--- config.mk ---
export PLATFORM = sky130hd
export DESIGN_NAME = fetch_controller
export DESIGN_NICKNAME = d
export VERILOG_FILES = /design/src/rtl/fetch_controller.sv
export SDC_FILE = /design/constraint.sdc
export NUM_CORES = 1
export LEC_CHECK = 0
export ABC_CLOCK_PERIOD_IN_PS = 1510
export CAP_MARGIN = 25
export CORE_MARGIN = 1
export CORE_UTILIZATION = 37
export DETAILED_ROUTE_END_ITERATION = 7
export GPL_TIMING_DRIVEN = 0
export PLACE_DENSITY_LB_ADDON = 0.3
export RECOVER_POWER = 50
export SLEW_MARGIN = 5
export SYNTH_ARGS = -nofsm -noshare
export SYNTH_HDL_FRONTEND = slang
export SYNTH_SLANG_ARGS = --single-unit
--- constraint.sdc ---
create_clock -name clk -period 1.51 [get_ports clk]
set_input_delay 0.453 -clock clk [delete_from_list [all_inputs] [get_ports clk]]
set_output_delay 0.453 -clock clk [all_outputs]
set_load 0.005 [all_outputs]
--- src/rtl/fetch_controller.sv ---
// Instruction fetch sequencer: owns the PC, drives the memory read port, and holds one fetched word for decode.
// Optional macro FETCH_ZERO_HALT_EN: an all-zero fetched word ends the program (state DONE).
module fetch_controller #(
    parameter int          ADDR_WIDTH = 9,
    parameter int          DATA_WIDTH = 24,
    parameter int unsigned RESET_PC   = 0
) (
    input  logic                  clk,
    input  logic                  rst,
    output logic [ADDR_WIDTH-1:0] readAddr,
    input  logic [DATA_WIDTH-1:0] readData,
    input  logic                  run,
    input  logic                  stop,
    input  logic                  branchValid,
    input  logic [ADDR_WIDTH-1:0] branchTarget,
    output logic                  instValid,
    input  logic                  instReady,
    output logic [DATA_WIDTH-1:0] instOut,
    output logic [ADDR_WIDTH-1:0] instPc,
    output logic                  done
);

    localparam logic [ADDR_WIDTH-1:0] RESET_PC_A = ADDR_WIDTH'(RESET_PC);

    typedef enum logic [1:0] {
        IDLE = 2'd0,
        RUN  = 2'd1,
        DONE = 2'd2
    } state_t;

    state_t                  state_q, state_d;
    logic [ADDR_WIDTH-1:0]   pc_q, pc_d;
    logic                    vld_q, vld_d;
    logic [DATA_WIDTH-1:0]   inst_q, inst_d;
    logic [ADDR_WIDTH-1:0]   inst_pc_q, inst_pc_d;
    logic                    zero_word;

`ifdef FETCH_ZERO_HALT_EN
    assign zero_word = (readData == '0);
    assign done      = (state_q == DONE);
`else
    assign zero_word = 1'b0;
    assign done      = 1'b0;
`endif

    assign readAddr  = pc_q;
    assign instValid = vld_q;
    assign instOut   = inst_q;
    assign instPc    = inst_pc_q;

    always_ff @(posedge clk) begin
        if (rst) begin
            state_q   <= IDLE;
            pc_q      <= RESET_PC_A;
            vld_q     <= 1'b0;
            inst_q    <= '0;
            inst_pc_q <= '0;
        end else begin
            state_q   <= state_d;
            pc_q      <= pc_d;
            vld_q     <= vld_d;
            inst_q    <= inst_d;
            inst_pc_q <= inst_pc_d;
        end
    end

    always_comb begin
        state_d   = state_q;
        pc_d      = pc_q;
        vld_d     = vld_q;
        inst_d    = inst_q;
        inst_pc_d = inst_pc_q;
        if (stop) begin
            state_d = IDLE;
            vld_d   = 1'b0;
        end else begin
            unique case (state_q)
                IDLE: begin
                    if (branchValid) begin
                        pc_d = branchTarget;
                    end else if (run) begin
                        state_d = RUN;
                    end
                end
                RUN: begin
                    if (branchValid) begin
                        pc_d  = branchTarget;
                        vld_d = 1'b0;
                    end else if (!vld_q || instReady) begin
                        // A zero word is never loaded; any pending word is being accepted this cycle.
                        if (zero_word) begin
                            state_d = DONE;
                            vld_d   = 1'b0;
                        end else begin
                            inst_d    = readData;
                            inst_pc_d = pc_q;
                            vld_d     = 1'b1;
                            pc_d      = pc_q + ADDR_WIDTH'(1);
                        end
                    end
                end
                DONE: begin
                    if (vld_q && instReady) begin
                        vld_d = 1'b0;
                    end
                    if (branchValid) begin
                        pc_d = branchTarget;
                    end else if (run) begin
                        pc_d    = RESET_PC_A;
                        vld_d   = 1'b0;
                        state_d = RUN;
                    end
                end
                default: state_d = IDLE;
            endcase
        end
    end

endmodule

Word level (Yosys, flattened, before mapping)
Cells that the tools add are included.

Output and inout bits: 44. Register bits after elaboration: 45. Bits of input ports: 39.

Bitwise gates (word level): 3. Add/subtract/negate cells: 1. Equal/unequal tests: 7. Reductions and logical operators: 12. Mux-type cells: 15.

Operators by type and width (count): two-way mux 9 bit (5); case mux 9 bit (3 select lines) (1); adder 9 x 1 -> 9 bit (second input constant) (1); != test 3 bit (second input constant) (2); two-way mux 1 bit (5); AND reduction 5 bit (1); two-way mux 2 bit (2); != test 2 bit (second input constant) (2); case mux 2 bit (2 select lines) (1); AND reduction 4 bit (1); OR reduction 2 bit (2); inverter 1 bit (3); AND reduction 3 bit (1); nonzero test 3 bit (1); equality test 2 x 1 -> 1 bit (second input constant) (1); equality test 2 bit (second input constant) (1); zero test 2 bit (1); != test 2 x 1 -> 1 bit (second input constant) (1); case mux 1 bit (2 select lines) (1); AND reduction 2 bit (1); nonzero test 2 bit (1); logical AND 1 bit (1); zero test 1 bit (1); logical OR 1 bit (1).

Depth between registers and ports, before layout
Gate-level depths: netlist of the first run.

Word-level depth: 5. Mapped depth: 6.

Worst setup path before layout of the first run
No wires, ideal clock.

Kind: input-to-reg. From: in branchValid. To: reg inst_q[23] (netlist: instOut[23]). Data required time: 1.378 ns. Arrival: 1.351 ns. Setup time: 0.132 ns. Stages on the path: 6. Path buffers: 2. Setup slack: 0.026 ns. Cells stage by stage: nand2b_1 > or3_1 > buf_2 > buf_2 > nand2_1 > a21oi_1.

Longest elaborated chain between the ends: 2.

Ends and longest elaborated chain: start: declaration (RTL line 14) `input logic branchValid,`; inverter 1 bit (no line); AND reduction 4 bit (no line); end signal: assignment (RTL line 62) `inst_q <= inst_d;`; end: declaration (RTL line 34) `logic [DATA_WIDTH-1:0] inst_q, inst_d;`.

No other way between the ends. A chain may end at the register's enable or synchronous reset.

Worst setup path after layout of the first run
From: in stop. To: reg pc_q[5] (netlist: readAddr[5]).

Longest elaborated chain between the ends: 2.

Ends and longest elaborated chain: start: declaration (RTL line 13) `input logic stop,`; inverter 1 bit (no line); AND reduction 5 bit (no line); end signal: assignment (RTL line 60) `pc_q <= pc_d;`; end: declaration (RTL line 32) `logic [ADDR_WIDTH-1:0] pc_q, pc_d;`.

No other way between the ends.

==> results.ini, run 1 <==
[route]
wirelength_um=4820
drc=0
antenna_left=0
wire_per_inst_um=12.8
via_per_inst=5.08
drtIter0Drc=70
vias=1920
drt_pass1_iterations=4

[global_route]
grt_pass1_vias=1672
grt_pass1_wl_um=7810
overflow=0
grt_usage=0.194
antenna_found_initial=0
grt_max_degree=15

[worst_setup_path]
cp_data_arrival_time_ps=1640
path_class=input pin to flip-flop
required_ps=1680
startpoint_type=input pin
worstPathMaxFanout=8
endpoint_kind=flip-flop

[hold_path]
hold_path_class=flip-flop to flip-flop

[clocking]
cts_buffers=5
cts_tree=built
cts.hold.buffers_added=0
clock_path_buffers=2
root_buffer=clkbuf_8
clock_latency_ps=300
clock_sinks=44
cts.clk_slew.worst_paths_ps=90
cts_htree_levels=2

[timing]
fin_crit_sh=0.975
fin_skew_ps=10.8
fin_setup_tns_ps=0
setup_viol=0
hold_viol=0
fin_crit_ps=1470
rsz0062_at_grt=true
final_max_slew_viol_count=0
max_freq_mhz=679

[final_layout]
drive_gt1_frac=0.150
fin_area_um2=2870
n_fill_cell=405
area_growth_syn_to_layout_pct=60.9
final_cells=378
antenna_cells=0
fin_nets=365

[floorplanning]
initial_core_util=0.396
ios=83
die_w_um=71.4
num_rows=24
core_area_um2=4500
dieArea_um2=5100
die_y_um=71.4

[synthesis]
syn_inst=229
synth_nets=269
yosysWarnings=0
syn-cell-area_um2=1780
avgSynthCellArea_um2=7.79
synth-seq-area-share=0.494
synth_cell_types=32
synth_seq_cells=44

[place]
placedInstanceArea_um2=2650
dp_hpwl_um=3290
placed_cells=361
port_buffers=80
gp_congestion=0.799

[power_and_ir_drop]
vdd_drop_max_v=0.000549
p_leak_nw=1.22
power_density_nw_per_um2=822

[flow_run]
max_cap_viol_count=0

[outcome]
status=finished, final reports clean

==> state kept, by name (all words and copies together) (netlist names) <==
signal     flops
instOut       24
instPc         9
readAddr       9
instValid      1
state_q        1
==> repair_timing <==
| item | in CTS | in global routing |
|---|---|---|
| pin swaps | 1 | 2 |
| resized for setup | 88 | 11 |
| setup endpoints to repair | 85 | 37 |
| buffers inserted | 8 | 1 |
==> final timing paths <==
path / startpoint / endpoint / slack [ps] / cells after the start
min reg2reg: instPc[7] / instPc[7] / 450 / 2
min: instPc[7] / instPc[7] / 450 / 2
max reg2reg: instValid / instPc[2] / 50 / 7
max: stop / readAddr[5] / 40 / 5
==> cell families (layout without fill, tap and decap cells) <==
family | Yosys count | after routing | synth area share
AND/OR/NAND/NOR | 103 | 103 | 0.252
AO/OA/AOI/OAI | 62 | 62 | 0.198
adder cells (fa/ha/maj) | 1 | 1 | 0.00701
buffers and inverters | 18 | 115 | 0.0463
flip-flops | 44 | 44 | 0.494
other | 1 | 1 | 0.00210
==> through the flow <==
step	setup slack [ps]	hold slack [ps]	utilization	total power, W
3_5_place_dp	-627	447	0.588	0.00149
4_1_cts	-0.626	454	0.633	0.00237
5_1_grt	-9.58	471	0.637	0.00245
6_report	37.4	451	0.637	0.00236
2_1_floorplan	26.4	453	-	0.00132
3_3_place_gp	-576	441	0.588	0.00149
==> metal layers <==
metal	share of wire	wire length (µm)	vias to the layer above	GRT usage
li1	-	-	966	-
met1	0.45	2170	872	0.257
met2	0.48	2300	72	0.313
met3	0.058	280	10	0.0492
met4	0.015	74	0	0.0556
met5	0	0	-	0
==> power breakdown <==
| group | total (W) | internal, W | switching (W) |
|---|---|---|---|
| sequential | 0.00120 | 0.00118 | 0.0000182 |
| clock | 0.000891 | 0.000490 | 0.000402 |
| combinational | 0.000271 | 0.000159 | 0.000111 |
| total | 0.00236 | 0.00183 | 0.000531 |
==> cell type report <==
class                   count  area [µm²]  area share
repair buffers             89         812       0.283
plain buffers              15         101      0.0353
well taps                  52        65.1      0.0227
inverters                   3        11.3     0.00392
multi-input cells         167         857       0.299
clock buffers               5        68.8      0.0240
flip-flops and latches     44         912       0.318
clock inverters             3        42.5      0.0148
==> critical path, cell delays in order <==
cell and delay, ps:
dlygate4sd2_1 330, nand2b_1 210, o22a_2 270, nor4_2 290, nor4_1 80
==> cells in the final DEF, fill, tap and decap left out, types with 4 or more instances in the layout <==
master,instances
a21oi_1,43
buf_4,12
buf_6,4
clkbuf_1,5
clkbuf_8,5
clkdlybuf4s50_1,34
dfxtp_1,31
dfxtp_2,7
dfxtp_4,6
dlygate4sd2_1,45
nand2_1,73
nor2_1,4
nor3_1,4
o21ai_0,7
==> synth_stat cells <==
master / n / area share
nor2b_1: 2 / 0.0070
nand2b_1: 4 / 0.014
nand3_1: 2 / 0.0056
buf_2: 9 / 0.025
a21oi_1: 43 / 0.12
inv_1: 3 / 0.0063
dfxtp_1: 44 / 0.49
o22a_1: 1 / 0.0049
o31a_1: 1 / 0.0049
nor2_1: 4 / 0.0084
o32ai_1: 2 / 0.0098
a211oi_1: 1 / 0.0042
nor3b_1: 1 / 0.0042
o22ai_2: 1 / 0.0070
conb_1: 1 / 0.0021
nand2_1: 73 / 0.15
ha_1: 1 / 0.0070
a311oi_1: 2 / 0.0098
a31oi_1: 2 / 0.0070
or3_1: 1 / 0.0035
and4_1: 1 / 0.0049
nor4_1: 3 / 0.011
nand4_1: 1 / 0.0035
buf_4: 1 / 0.0042
and3_1: 2 / 0.0070
and2_1: 3 / 0.011
clkbuf_1: 5 / 0.011
nor3_1: 5 / 0.014
nor3_2: 1 / 0.0056
o21ai_0: 7 / 0.020
o21ba_2: 1 / 0.0056
a2111oi_0: 1 / 0.0049
Note: power is estimated with default switching activity, not from simulation.
==> run 2, diff against run 1 <==
--- a/config.mk
+++ b/config.mk
@@ -11,6 +11,7 @@
 export CORE_UTILIZATION = 37
 export DETAILED_ROUTE_END_ITERATION = 7
 export GPL_TIMING_DRIVEN = 0
+export HOLD_SLACK_MARGIN = 0.03
 export PLACE_DENSITY_LB_ADDON = 0.3
 export RECOVER_POWER = 50
 export SLEW_MARGIN = 5
==> results of run 2 <==
Final layout, timing and power as in run 1 (identical DEF).
==> patch (settings of run 1) <==
Build with the macro `FETCH_ZERO_HALT_EN` defined.
--- a/src/rtl/fetch_controller.sv
+++ b/src/rtl/fetch_controller.sv
@@ -1,5 +1,7 @@
 // Instruction fetch sequencer: owns the PC, drives the memory read port, and holds one fetched word for decode.
 // Optional macro FETCH_ZERO_HALT_EN: an all-zero fetched word ends the program (state DONE).
+`define FETCH_ZERO_HALT_EN
+
 module fetch_controller #(
     parameter int          ADDR_WIDTH = 9,
     parameter int          DATA_WIDTH = 24,
Function: changed (a bounded check fails within 4 cycles, from zero or initial values and one cycle with rst high).
==> patch against run 1 <==
- total power increased by 12%
- final area up 31%
- worst setup slack worse by 0.29 ns
- combinational power grew 60%
- wire length grew 43%
- sequential cell count increased by 1
- largest cell class is now multi-input combinational cells
- synthesized cell count rose by 16%
- area after synthesis up 19%
- the run now ends with setup timing left
==> patch: results (changes against run 1) <==
| Metric | Value |
|---|---|
| Gr usage total | 20.8% (was 19.4%) |
| Hold WC Path Type | input port to register (was register to register) |
| Slowest-stage cell, CP | or3_4 (was dlygate4sd2_1) |
| Power density cells | 703 mW/mm² (was 822 mW/mm²) |
| Peak supply drop | 0.433 mV (was 0.549 mV) |
| Synth Net Count | 310 (was 269) |
| Clock buf/inv share | 3.19% (was 3.88%) |
| Failing checks | setup timing |
| Top post-synthesis cells by area | dfxtp_1 (42%), nand2_1 (14%), a21oi_1 (10%), ha_1 (2.9%), a211oi_1 (2.5%) (was dfxtp_1 (49%), nand2_1 (15%), a21oi_1 (12%), buf_2 (2.5%), o21ai_0 (2.0%)) |
| Netlist cell types | 47 (was 32) |
| Pre-CTS setup slack | -0.859 ns (was -0.627 ns) |
| Sequential element share of the synthesized area | 42.5% (was 49.4%) |
| DP Area | 0.00308 mm² (was 0.00265 mm²) |
| RePlAce Congestion | 0.844 (was 0.799) |
| R2R setup slack | -0.23 ns (was 0.05 ns) |
| DR iter-0 viols | 89 (was 70) |
| Layout cells sized above 1 | 46.7% (was 15.0%) |
| First-pass GRT wire length | 10.0 mm (was 7.81 mm) |
| Synth cell count leaders | nand2_1 (78), dfxtp_1 (45), a21oi_1 (44) (was nand2_1 (73), dfxtp_1 (44), a21oi_1 (43)) |
| WP data arrival | 1.92 ns (was 1.64 ns) |
| Non-clock inverter count | 6 (was 3) |
| Hold Crit Depth | 3 (was 2) |
| Number of clock-tree buffers in the layout | 6 (was 5) |
| Final setup viols | 52 (was 0) |
| Port Buffer Count | 81 (was 80) |
| Skew final | 0.00937 ns (was 0.0108 ns) |
| Dpl hpwl | 4.24 mm (was 3.29 mm) |
| CTS Sinks | 45 (was 44) |
| Cells after DPL | 419 (was 361) |
| Status | complete, but fails checks (was complete, no violations) |
| R2r endpoint | readAddr[3] (was instPc[2]) |
| Multi-input combinational area share | 42.0% (was 29.9%) |
| Post-Layout Cell Count | 449 (was 378) |
| Fillcell total | 437 (was 405) |
| Fin worst setup slack | -0.248 ns (was 0.0374 ns) |
| Setup TNS | -9.35 ns (was 0 ns) |
| Bufs w/o clock | 116 (was 104) |
| Core region area | 0.00551 mm² (was 0.00450 mm²) |
| Final WL | 6.88 mm (was 4.82 mm) |
| Number of global-route vias before repair | 2127 (was 1672) |
| #MultiIn Comb | 202 (was 167) |
| Via Count | 2378 (was 1920) |
[patch: cell count changes in the layout (fill, tap and decap cells not counted), moves of 7 or more]
cell | run 1 | this run
a21oi_1 | 43 | 13
nand2_2 | 0 | 9
dfxtp_2 | 7 | 27
clkbuf_2 | 0 | 7
clkdlybuf4s50_1 | 34 | 19
buf_2 | 3 | 11
nand2_1 | 73 | 58
nand2_4 | 0 | 12
dfxtp_1 | 31 | 15
a21oi_2 | 0 | 30
dlygate4sd2_1 | 45 | 36
[patch: report_power, final]
group	switching (W)	internal [W]
Combinational	0.000217	0.000217
Sequential	0.0000372	0.00121
Clock	0.000426	0.000538
[patch: what timing repair did]
item	4_1_cts	5_1_grt
hold endpoints to repair	0	0
resized for setup	165	110
gates cloned	0	3
pin swaps	19	46
hold buffers	0	0
setup buffers	10	11
setup endpoints to repair	89	53
[patch: per-layer routing]
metal  GRT usage, %  vias to the layer above  wire length, µm
li1               -                     1156                -
met5              0                        -                0
met1           27.1                     1134             2960
met2           34.1                       81             3470
met3           4.12                        7              384
met4           6.98                        0               70
[patch: cells by family (layout without fill, tap and decap cells)]
group                    count (synthesis)  count (layout)  share of synthesized area (%)
AND/OR/NAND/NOR                        116             116                           25.5
AO/OA/AOI/OAI                           77              77                           23.0
flip-flops                              45              45                           42.5
buffers and inverters                   19             130                           4.42
adder cells (fa/ha/maj)                  5               5                           2.95
XOR/XNOR                                 3               3                           1.24
multiplexers                             1               1                          0.472
[patch: worst max-delay path by stage]
stage,start,cells after the start,endpoint
2_1_floorplan,readData[19],6,readAddr[6]
3_3_place_gp,readData[23],7,readAddr[6]
3_5_place_dp,readData[23],7,readAddr[6]
4_1_cts,readData[2],7,readAddr[4]
5_1_grt,readData[8],6,readAddr[4]
6_report,readData[8],6,readAddr[4]
